--- src/rtl/ras_pkg.sv ---
`default_nettype none
// ============================================================================
// Module      : ras_pkg
// Description : Shared widths and FSM state type for the return-stack controller.
// Revision    : 1.0 - initial release
// ============================================================================
package ras_pkg;

  localparam int ADDR_W = 12;
  localparam int DEPTH  = 8;
  localparam int CNT_W  = 4;

  typedef enum logic [0:0] {
    IDLE  = 1'b0,
    DRAIN = 1'b1
  } state_t;

endpackage
`default_nettype wire

--- src/rtl/ras_ctrl.sv ---
`default_nettype none
// ============================================================================
// Module      : ras_ctrl
// Description : Sequences push/pop strobes to the hardware return stack, tracks
//               occupancy and drains speculative entries after a flush.
// Revision    : 1.0 - initial release
// ============================================================================
module ras_ctrl
  import ras_pkg::*;
(
  input  logic              clk,
  input  logic              rst,
  input  logic              call_req,
  input  logic [ADDR_W-1:0] call_addr,
  input  logic              ret_req,
  output logic              call_ack,
  output logic              ret_ack,
  output logic [ADDR_W-1:0] ret_addr,
  output logic              ret_valid,
  input  logic              flush,
  input  logic [CNT_W-1:0]  flush_depth,
  output logic              busy,
  output logic              stk_push,
  output logic              stk_pop,
  output logic [ADDR_W-1:0] stk_push_data,
  input  logic [ADDR_W-1:0] stk_pop_data,
  output logic [CNT_W-1:0]  count,
  output logic              full,
  output logic              empty,
  output logic              overflow_err
);

  localparam logic [CNT_W-1:0] C_DEPTH = CNT_W'(DEPTH);

  state_t           r_state;
  state_t           w_next_state;
  logic [CNT_W-1:0] r_count;
  logic [CNT_W-1:0] r_target;
  logic             r_overflow;
  logic             w_load_target;
  logic             w_ovf_set;
  logic [CNT_W:0]   w_target_p1;

  assign w_target_p1  = {1'b0, r_target} + {{CNT_W{1'b0}}, 1'b1};
  assign count        = r_count;
  assign full         = (r_count == C_DEPTH);
  assign empty        = (r_count == '0);
  assign busy         = (r_state == DRAIN);
  assign overflow_err = r_overflow;
  assign ret_addr     = stk_pop_data;

  always_comb begin
    call_ack      = 1'b0;
    ret_ack       = 1'b0;
    ret_valid     = 1'b0;
    stk_push      = 1'b0;
    stk_pop       = 1'b0;
    stk_push_data = '0;
    w_ovf_set     = 1'b0;
    w_load_target = 1'b0;
    w_next_state  = r_state;
    case (r_state)
      IDLE: begin
        if (flush) begin
          w_load_target = 1'b1;
          if (flush_depth < r_count) w_next_state = DRAIN;
        end else if (ret_req) begin
          ret_ack = 1'b1;
          if (!empty) begin
            stk_pop   = 1'b1;
            ret_valid = 1'b1;
          end
        end else if (call_req) begin
          call_ack = 1'b1;
          if (!full) begin
            stk_push      = 1'b1;
            stk_push_data = call_addr;
          end else begin
            w_ovf_set = 1'b1;
          end
        end
      end
      DRAIN: begin
        // A flush while draining only retargets; popping resumes next cycle.
        if (flush) begin
          w_load_target = 1'b1;
          w_next_state  = (flush_depth < r_count) ? DRAIN : IDLE;
        end else begin
          if (r_count > r_target) stk_pop = 1'b1;
          if ({1'b0, r_count} <= w_target_p1) w_next_state = IDLE;
        end
      end
      default: w_next_state = IDLE;
    endcase
  end

  always_ff @(posedge clk or posedge rst) begin
    if (rst) begin
      r_state    <= IDLE;
      r_count    <= '0;
      r_target   <= '0;
      r_overflow <= 1'b0;
    end else begin
      r_state <= w_next_state;
      if (w_load_target) r_target <= flush_depth;
      if (stk_push)      r_count  <= r_count + 1'b1;
      else if (stk_pop)  r_count  <= r_count - 1'b1;
      if (w_ovf_set)     r_overflow <= 1'b1;
    end
  end

endmodule
`default_nettype wire
--- config.mk ---
export PLATFORM = sky130hd
export DESIGN_NAME = ras_ctrl
export DESIGN_NICKNAME = d
export VERILOG_FILES = /design/src/rtl/ras_pkg.sv /design/src/rtl/ras_ctrl.sv
export SDC_FILE = /design/constraint.sdc
export NUM_CORES = 1
export LEC_CHECK = 0
export ABC_AREA = 1
export BUFFER_PORTS_ARGS = -buffer_cell sky130_fd_sc_hd__buf_2
export CORE_ASPECT_RATIO = 0.8
export CORE_MARGIN = 4
export CORE_UTILIZATION = 45
export CTS_BUF_LIST = sky130_fd_sc_hd__clkbuf_8
export CTS_CLUSTER_SIZE = 28
export DETAILED_ROUTE_END_ITERATION = 8
export PLACE_DENSITY = 0.82
export SETUP_SLACK_MARGIN = 0.5
export SLEW_MARGIN = 20
export SYNTH_ARGS = -nofsm -noshare
export SYNTH_HDL_FRONTEND = slang
export SYNTH_SLANG_ARGS = --single-unit
export TNS_END_PERCENT = 30
--- constraint.sdc ---
create_clock -name clk -period 5.9 [get_ports clk]
set_input_delay 0.59 -clock clk [delete_from_list [all_inputs] [get_ports clk]]
set_output_delay 0.59 -clock clk [all_outputs]
set_load 0.05 [all_outputs]
== Yosys cells after proc, flatten, opt, wreduce, memory -nomap -nowiden ==
Cells that the tools add are included.
Storage, ports and cells
  bits of input ports: 33
  output and inout port bits: 37
  register bits after elaboration: 10
Cells by class
  muxes and demuxes: 37
  add/subtract/negate cells: 3
  $lt $le $gt $ge: 3
  bitwise gates (word level): 1
  reductions and logical operators: 2
  equality and inequality tests: 1
Operators with widths (number)
  $mux 12: 5
  $mux 1: 28
  $mux 4: 2
  $add 4x1->5 const B: 1
  $le 4x5->1: 1
  $add 4x1->4 const B: 1
  $eq 4x4->1 const B: 1
  $gt 4x4->1: 1
  $logic_not 4->1: 1
  $lt 4x4->1: 1
  $pmux 1 s2: 2
  $sub 4x1->4 const B: 1
  $reduce_bool 2->1: 1
  $not 1->1: 1

== Depth between registers and ports, before layout ==
Gate-level depths: netlist of run 1.
  word-level depth: 7
  gate-level depth with buffers: 16
  mapped depth without buffers: 13

== Worst setup path after synthesis of run 1 ==
OpenSTA, ideal clock, no wires.
  path kind: input-to-output
  start: in flush
  end: out stk_push_data[0]
  stages on the path: 7
  data arrival time: 1913 ps
  buffers on the path: 2
  required time: 5310 ps
  path slack: 3397 ps
  cells stage by stage: buf_6 -> inv_6 -> nand2_4 -> nor2_8 -> nand2_2 -> buf_6 -> nor2_1
On the way
  cells in the longest elaborated chain, start to end: 2
RTL lines
  from (decl): RTL line ras_ctrl.sv:20  | input logic flush,
  $mux 12: RTL line ras_ctrl.sv:64  | if (flush) begin
  $mux 12: RTL line ras_ctrl.sv:62  | case (r_state)
  to (decl): RTL line ras_ctrl.sv:25  | output logic [ADDR_W-1:0] stk_push_data,
Every way passes these cells.

== Worst setup path in the final report of run 1 ==
  start: reg r_count[1] (netlist: count[1])
  end: out stk_push_data[2]
On the way
  cells in the longest elaborated chain, start to end: 6
RTL lines
  from (decl): RTL line ras_ctrl.sv:37  | logic [CNT_W-1:0] r_count;
  from (signal assigned): RTL line ras_ctrl.sv:106  | if (stk_push) r_count <= r_count + 1'b1;
  from (signal assigned): RTL line ras_ctrl.sv:107  | else if (stk_pop) r_count <= r_count - 1'b1;
  $eq 4x4->1: RTL line ras_ctrl.sv:46  | assign full = (r_count == C_DEPTH);
  $mux 12: RTL line ras_ctrl.sv:75  | if (!full) begin
  $mux 12: RTL line ras_ctrl.sv:73  | end else if (call_req) begin
  $mux 12: RTL line ras_ctrl.sv:67  | end else if (ret_req) begin
  $mux 12: RTL line ras_ctrl.sv:64
  $mux 12: RTL line ras_ctrl.sv:62
Every way passes these cells.

==> metrics.txt, run 1 <==
status=finished, final reports clean; drt wl/cell=11.0 um; setup TNS=0 ns; ys async rst share=100%; pwr dens=438 mW/mm^2; setup bufs post-CTS=0; Setup Viol. Count Final=0; die area=around 0.0035 sq mm; worst rel slew slack=52.5%; Post-Route WL=2.47 mm; H-tree depth=1; initial antenna violation count=0; Placed Cells=222; r2r setup slk=3.55 ns; # DRC=0; Clock Skew=~0.002 ns; Seq pwr share=21.5%; Clock Sinks=10; vias in the first global route=993; layout cells sized above 1=a little over a third; overall power=0.601 mW; clock share of power=11.8%; Final Hold Vio Count=0; worst-skew pair later-pin latency=0.23 ns; DPL Wire Length=roughly 2.1 mm; total gr overflow=0; initial DRC count=23; global-route wire length before repair=4.22 mm; clk buf depth=2; EDFF count, synth=0; Hold-fix buffers, CTS=0; Die Width=65.6 um; CTS tree=done; Internal=around 0.26 mW; final design utilization=55.3%; die height=54.1 um; endpoint class of the critical path=output port; crit share post-route=42.5%; Worst EP required=5.31 ns; Sw Share=57.5%; register area share after synthesis=about a fifth; FMAX=399 MHz; commonest non-fill, non-tap cell in the layout=buf_2; I/O pins=70; area post-placement=roughly 0.0013 sq mm; peak supply drop=slightly below 0.3 mV; non-filler instance count after layout=225; clock transition at the registers of the reported paths=about 0.05 ns; syn avg cell area=between 7 and 8 sq um; Logic pwr share=66.6%; routed vias/inst=4.62; flops & latches, synth=10; antenna-violating nets left=0; Worst Path Arrival=1.92 ns; Vias=1039; max cap viols=0; CTS resizes=0; switching power=0.345 mW; Synth Flop Type=dfrtp_1; Pins Over Slew Limit=0; CP Class=reg -> out; GPL Wtd Cong=between 0.7 and 0.8; minimum clock period=2.51 ns; CP startpoint kind=flop; Cell variety after synth=26; area of the core=0.00248 sq mm; Warnings, synthesis=0; maximum fanout along the worst path=22; hold crit path type=in -> async; most frequent cells in the layout=buf_2 (45), inv_1 (33), nand2_1 (27); Worst-Margin Slew=0.710 ns; Cell Area, Synth=about 0.0012 sq mm; Finished Cell Area=0.00137 sq mm; Leak=between 0.8 and 0.9 nW; row count=16; Post-Synthesis Cells=~160; pin count of the biggest net entering global routing=23; 1st-pass router iterations=4; NumNets Final=239; Tot GR Track Use=15.5%; RSZ-0062 raised after global routing=no; filler instances=248; TritonCTS Buffers=3; area growth from synthesis to layout=15.0%; port bufs=45; CTS Root Cell=clkbuf_8; Synthesized Nets=204; Initial Util=approximately half; n_diodes=0
cells in the mapped netlist, drive strengths merged (2+ instances only):
| cell | instances | area, sq um |
|---|---|---|
| nand4 | 4 | 25.0 |
| a21oi | 5 | 25.0 |
| xor2 | 2 | 17.5 |
| dfrtp | 10 | 250 |
| nand3 | 8 | 52.6 |
| o21ai | 7 | 35.0 |
| buf | 15 | 133 |
| nand2 | 31 | 136 |
| ha | 14 | 175 |
| nor2 | 19 | 150 |
| inv | 36 | 140 |
worst max-delay path, stage by stage, from the launching register on:
cell and delay, ns:
dfrtp_1 0.54, nor2_1 0.10, nand2_1 0.13, nand2_2 0.40
nor2_1 0.21, buf_2 0.29
area by class of cell:
cell class              count  area [sq um]  share of cell area [%]
clock buffers               3          41.3                    3.01
inverters                  36           140                    10.2
multi-input cells          95           671                    48.9
flip-flops and latches     10           250                    18.2
well taps                  36          45.0                    3.28
repair buffers             45           225                    16.4
routing by layer:
metal	global-route usage, %	part of all wire (%)	up-vias
met1	19.0	43	452
met2	26.7	48	47
li1	-	-	534
met5	0	0	-
met4	5.52	0.85	0
met3	3.76	7.8	6
power by group through the flow:
| stage | clock network (mW) | logic [mW] | registers (mW) |
|---|---|---|---|
| 3_5_place_dp | 0 | 0.401 | 0.130 |
| 2_1_floorplan | 0 | 0.278 | 0.188 |
| 6_report | 0.0710 | 0.400 | 0.129 |
| 5_1_grt | 0.0751 | 0.452 | 0.133 |
| 4_1_cts | 0.0716 | 0.403 | 0.129 |
| 3_3_place_gp | 0 | 0.392 | 0.129 |
sequential cells by signal, indices dropped and copies added (netlist names):
signal	cells
busy	1
count	4
overflow_err	1
r_target	4
path summary, 6_finish.rpt:
kind | cells after the start | from | endpoint
min in group clk | 1 | overflow_err | overflow_err
worst max-delay path | 5 | count[1] | stk_push_data[2]
worst min-delay path | 2 | rst | overflow_err
max in group asynchronous | 2 | rst | r_target[0]
worst max register to register | 11 | count[1] | count[3]
worst min register to register | 1 | overflow_err | overflow_err
logic make-up after synthesis:
| kind of cell | synth area share, % |
|---|---|
| AO/OA/AOI/OAI | 7.13 |
| XOR/XNOR | 2.20 |
| adder cells (fa/ha/maj) | 16.4 |
| buffers and inverters | 22.9 |
| flip-flops | 21.0 |
| AND/OR/NAND/NOR | 30.5 |
through the flow:
step	hold WS (ns)	setup WS, ns
after global placement	0.447	3.42
after floorplan	0.430	3.40
after global routing	0.373	3.23
final	0.337	3.39
after CTS	0.351	3.38
after detailed placement	0.450	3.37
(Power assumes the default switching activity.)
==> inputs of run 2 (changes only) <==
Settings changed: CORE_UTILIZATION 45 to 41, PLACE_DENSITY 0.82 to 0.79.
Clock period 5.9 ns to 2.26 ns, I/O delays scaled along.
==> metrics.txt, run 2 (same netlist as run 1, synthesis figures left out) <==
TritonCTS Buffers=3; total gr overflow=0; worst rel slew slack=between 70% and 80%; non-filler instance count after layout=around 250; CTS tree=done; final design utilization=63.9%; NumNets Final=263; CP startpoint kind=flop; WHS=0.214 ns; GPL Wtd Cong=roughly 0.8; I/O pins=70; initial antenna violation count=0; CTS Root Cell=clkbuf_8; Final Hold Vio Count=0; status=finished, final reports clean; n_diodes=0; maximum fanout along the worst path=3; vias in the first global route=1092; Worst Path Arrival=1.54 ns; row count=17; filler instances=225; CP Class=reg -> out; Clock Skew=around 0.0048 ns; 1st-pass router iterations=4; FMAX=566 MHz; max cap viols=0; hold crit path type=in -> reg; pin count of the biggest net entering global routing=17; Vias=1166; area growth from synthesis to layout=48.1%; initial DRC count=41; pwr dens=1130 mW/mm^2; RSZ-0062 raised after global routing=yes; H-tree depth=1; worst setup margin=0.494 ns; die height=56.3 um; peak supply drop=0.693 mV; Die Width=roughly 70 um; Multi-input gate area=783 sq um; DPL Wire Length=2.09 mm; endpoint class of the critical path=output port; register area=between 200 and 300 sq um; Setup Viol. Count Final=0; global-route wire length before repair=4.90 mm; port bufs=45; clock transition at the registers of the reported paths=~0.050 ns; Clock Sinks=10; Post-Route WL=~3.1 mm; Tot GR Track Use=16.6%; Initial Util=43.2%; Worst-Margin Slew=0.446 ns; drt wl/cell=12.3 um; Pins Over Slew Limit=0; commonest non-fill, non-tap cell in the layout=buf_2; layout cells sized above 1=54.7%; Reg2Reg Depth=9; Place WS=0.376 ns; crit share post-route=roughly four fifths; most frequent cells in the layout=buf_2 (32), inv_1 (27), nand2_1 (24), buf_4 (24), nor2_4 (10); area of the core=between 0.002 and 0.003 sq mm; Leak=1.01 nW; die area=0.00384 sq mm; setup TNS=0 ns; worst-skew pair later-pin latency=0.24 ns; clk buf depth=2; minimum clock period=between 1.5 and 2 ns; Hold Path Cell Cnt=3; # DRC=0; antenna-violating nets left=0; Worst EP required=2.03 ns; Placed Cells=226; routed vias/inst=4.63
==> run 2: worst paths after layout <==
check	startpoint	to	slack (ns)
worst max register to register	count[3]	count[2]	0.57
min in group asynchronous	rst	overflow_err	0.53
max in group asynchronous	rst	count[1]	1.39
worst min-delay path	flush_depth[3]	r_target[3]	0.21
worst min register to register	overflow_err	overflow_err	0.45
worst max-delay path	count[1]	stk_pop	0.49
==> run 2: metal layers <==
metal  up-vias  part of all wire [%]  global-route usage [%]  routed length [um]
met1       555                    44                    21.7                1380
met3         2                   5.7                    4.40                 178
met2        27                    49                    26.6                1530
met4         0                  0.68                    4.53                  21
li1        582                     -                       -                   -
met5         -                     0                       0                   0
==> run 2: power breakdown <==
group          switching [mW]  internal [mW]  leakage [nW]
sequential             0.0749          0.247         0.117
clock                  0.0782          0.154        0.0288
combinational           0.894          0.550         0.861
total                    1.05          0.951          1.01
==> run 2: area by class of cell <==
class                      count  area share, %
inverter                      36           7.93
multi-input combinational     95           44.3
tap                           38           2.69
sequential                    10           14.5
clock buffer                   4           3.11
timing repair buffer          69           27.5
==> run 2: what timing repair did <==
action,CTS,global route
setup buffers,10,10
gates resized for setup,14,31
hold buffers,1,0
cloned,0,1
endpoints found under the setup margin,15,17
pin swaps,2,3
hold endpoints to repair,10,0
==> run 2: worst max-delay path: stages, from the launching register on <==
cell and delay, ns:
dfrtp_2 0.45, ha_4 0.28, inv_2 0.04, nor2_1 0.11, o21ai_1 0.07, nand2_1 0.07
nand2_2 0.07, nand2_2 0.07, buf_6 0.16
==> run 2: per-stage QoR <==
stage / cell area, sq um / power, mW
floorplan: 1220 / 1.25
CTS: 1580 / 1.82
detailed placement: 1380 / 1.42
finish: 1770 / 2.00
global route: 1770 / 2.17
global placement: 1380 / 1.40
==> inputs of run 3 (changes only) <==
Clock period 2.26 ns to 1.6 ns, I/O delays scaled along.
==> metrics.txt, run 3 (same netlist as run 1, synthesis figures left out) <==
status=finished, violations left; failing checks=setup timing; row count=17; Worst Setup SP=count[0]; pwr dens=1680 mW/mm^2; Place WS=-0.131 ns; Worst EP required=1.74 ns; initial DRC count=49; layout cells sized above 1=between 60% and 70%; DPL Wire Length=approximately 2.4 mm; pin count of the biggest net entering global routing=11; Vias=1315; antenna-violating nets left=0; crit share post-route=116%; r2r setup slk=-0.26 ns; CTS Root Cell=clkbuf_8; global-route wire length before repair=roughly 6 mm; total gr overflow=0; # DRC=0; area growth from synthesis to layout=78.9%; Setup Viol. Count Final=20; Worst Path Arrival=2.00 ns; clock transition at the registers of the reported paths=0.06 ns; 1st-pass router iterations=4; reg2reg end=count[3]; routed vias/inst=~5; vias in the first global route=1284; NumNets Final=273; drt wl/cell=between 15 and 20 um; Clock Sinks=10; max cap viols=0; minimum clock period=1.86 ns; TritonCTS Buffers=3; worst setup margin=-0.257 ns; Hold Path Cell Cnt=3; Leak=1.11 nW; Reg2Reg Depth=12; filler instances=159; Clock Skew=0.0116 ns; peak supply drop=0.854 mV; Placed Cells=247; non-filler instance count after layout=approximately 260; Initial Util=43.2%; FMAX=between 500 and 600 MHz; die height=56.3 um; die area=0.00384 sq mm; final design utilization=77.2%; Tot GR Track Use=between 20% and 30%; Die Width=68.3 um; last element of the critical path=count[3]; Post-Route WL=4.50 mm; RSZ-0062 raised after global routing=yes; hold crit path type=in -> reg; H-tree depth=1; WHS=0.158 ns; worst rel slew slack=71.1%; Pins Over Slew Limit=0; I/O pins=70; setup TNS=-1.69 ns; port bufs=45; CTS tree=done; Worst-Margin Slew=approximately 0.43 ns; n_diodes=0; clk buf depth=2; commonest non-fill, non-tap cell in the layout=inv_1; CP startpoint kind=flop; initial antenna violation count=0; endpoint class of the critical path=flop; area of the core=around 0.0028 sq mm; maximum fanout along the worst path=5; CP Class=reg -> reg; most frequent cells in the layout=inv_1 (27), buf_4 (25), nand2_1 (21), buf_2 (21), buf_6 (16); worst-skew pair later-pin latency=approximately 0.25 ns; GPL Wtd Cong=around 0.8; Final Hold Vio Count=0; FF-to-FF Start=count[0]
run 3: cell count changes in the layout (fill, tap and decap cells not counted), moves of 4 or more:
cell	previous run	this run
nor2_4	10	14
ha_1	9	5
buf_2	32	21
clkbuf_4	6	0
buf_6	4	16
buf_8	0	11
run 3: per-layer routing:
layer | part of all wire (%) | GRT usage, % | vias up | routed length [um]
met1 | 38 | 26.0 | 617 | 1690
met2 | 51 | 35.3 | 73 | 2300
met4 | 4.4 | 7.65 | 0 | 196
li1 | - | - | 607 | -
met5 | 0 | 0 | - | 0
met3 | 7.0 | 3.80 | 18 | 315
run 3: cell type report:
type	count	area (sq um)	share of cell area [%]
sequential	10	256	12.0
clock inverter	1	3.75	0.176
timing repair buffer	79	753	35.3
inverter	36	155	7.26
tap	38	47.5	2.23
clock buffer	3	41.3	1.93
multi-input combinational	95	878	41.1
run 3: worst min path at each step:
stage | startpoint | endpoint | slack [ns]
3_5_place_dp | rst | r_target[2] | 0.16
3_3_place_gp | rst | r_target[3] | 0.16
4_1_cts | flush_depth[3] | r_target[3] | 0.16
6_report | flush_depth[2] | r_target[2] | 0.16
2_1_floorplan | rst | overflow_err | -0.0002
5_1_grt | flush_depth[0] | r_target[0] | 0.18
run 3: critical path, cell delays in order, from the launching register on:
cell and delay [ns]:
dfrtp_2 0.44, nor2_4 0.17, nand2_2 0.10, nand2_4 0.15, ha_4 0.23, nand2_2 0.07
a21boi_1 0.07, nor2_1 0.14, inv_1 0.08, nand2_1 0.10, nand2_2 0.08, nand2_2 0.08
nand2_1 0.04
run 3: what timing repair did:
item                                    4_1_cts  5_1_grt
endpoints found under the setup margin       29       30
resized for setup                            74       55
pin swaps                                    14       10
setup buffers                                 5        4
hold endpoints to repair                     10        0
hold buffers                                  1        0
cloned                                        0        1
run 3: per-stage QoR:
step	instance area, sq um	power, mW
global placement	1550	2.26
floorplan	1220	1.77
CTS	1920	3.08
global route	2140	3.77
detailed placement	1550	2.30
finish	2140	3.58
run 3: where the power goes:
group	internal [mW]	switching (mW)	leakage (nW)
clock	0.169	0.121	0.0269
sequential	0.349	0.123	0.117
combinational	1.21	1.61	0.966
total	1.73	1.85	1.11
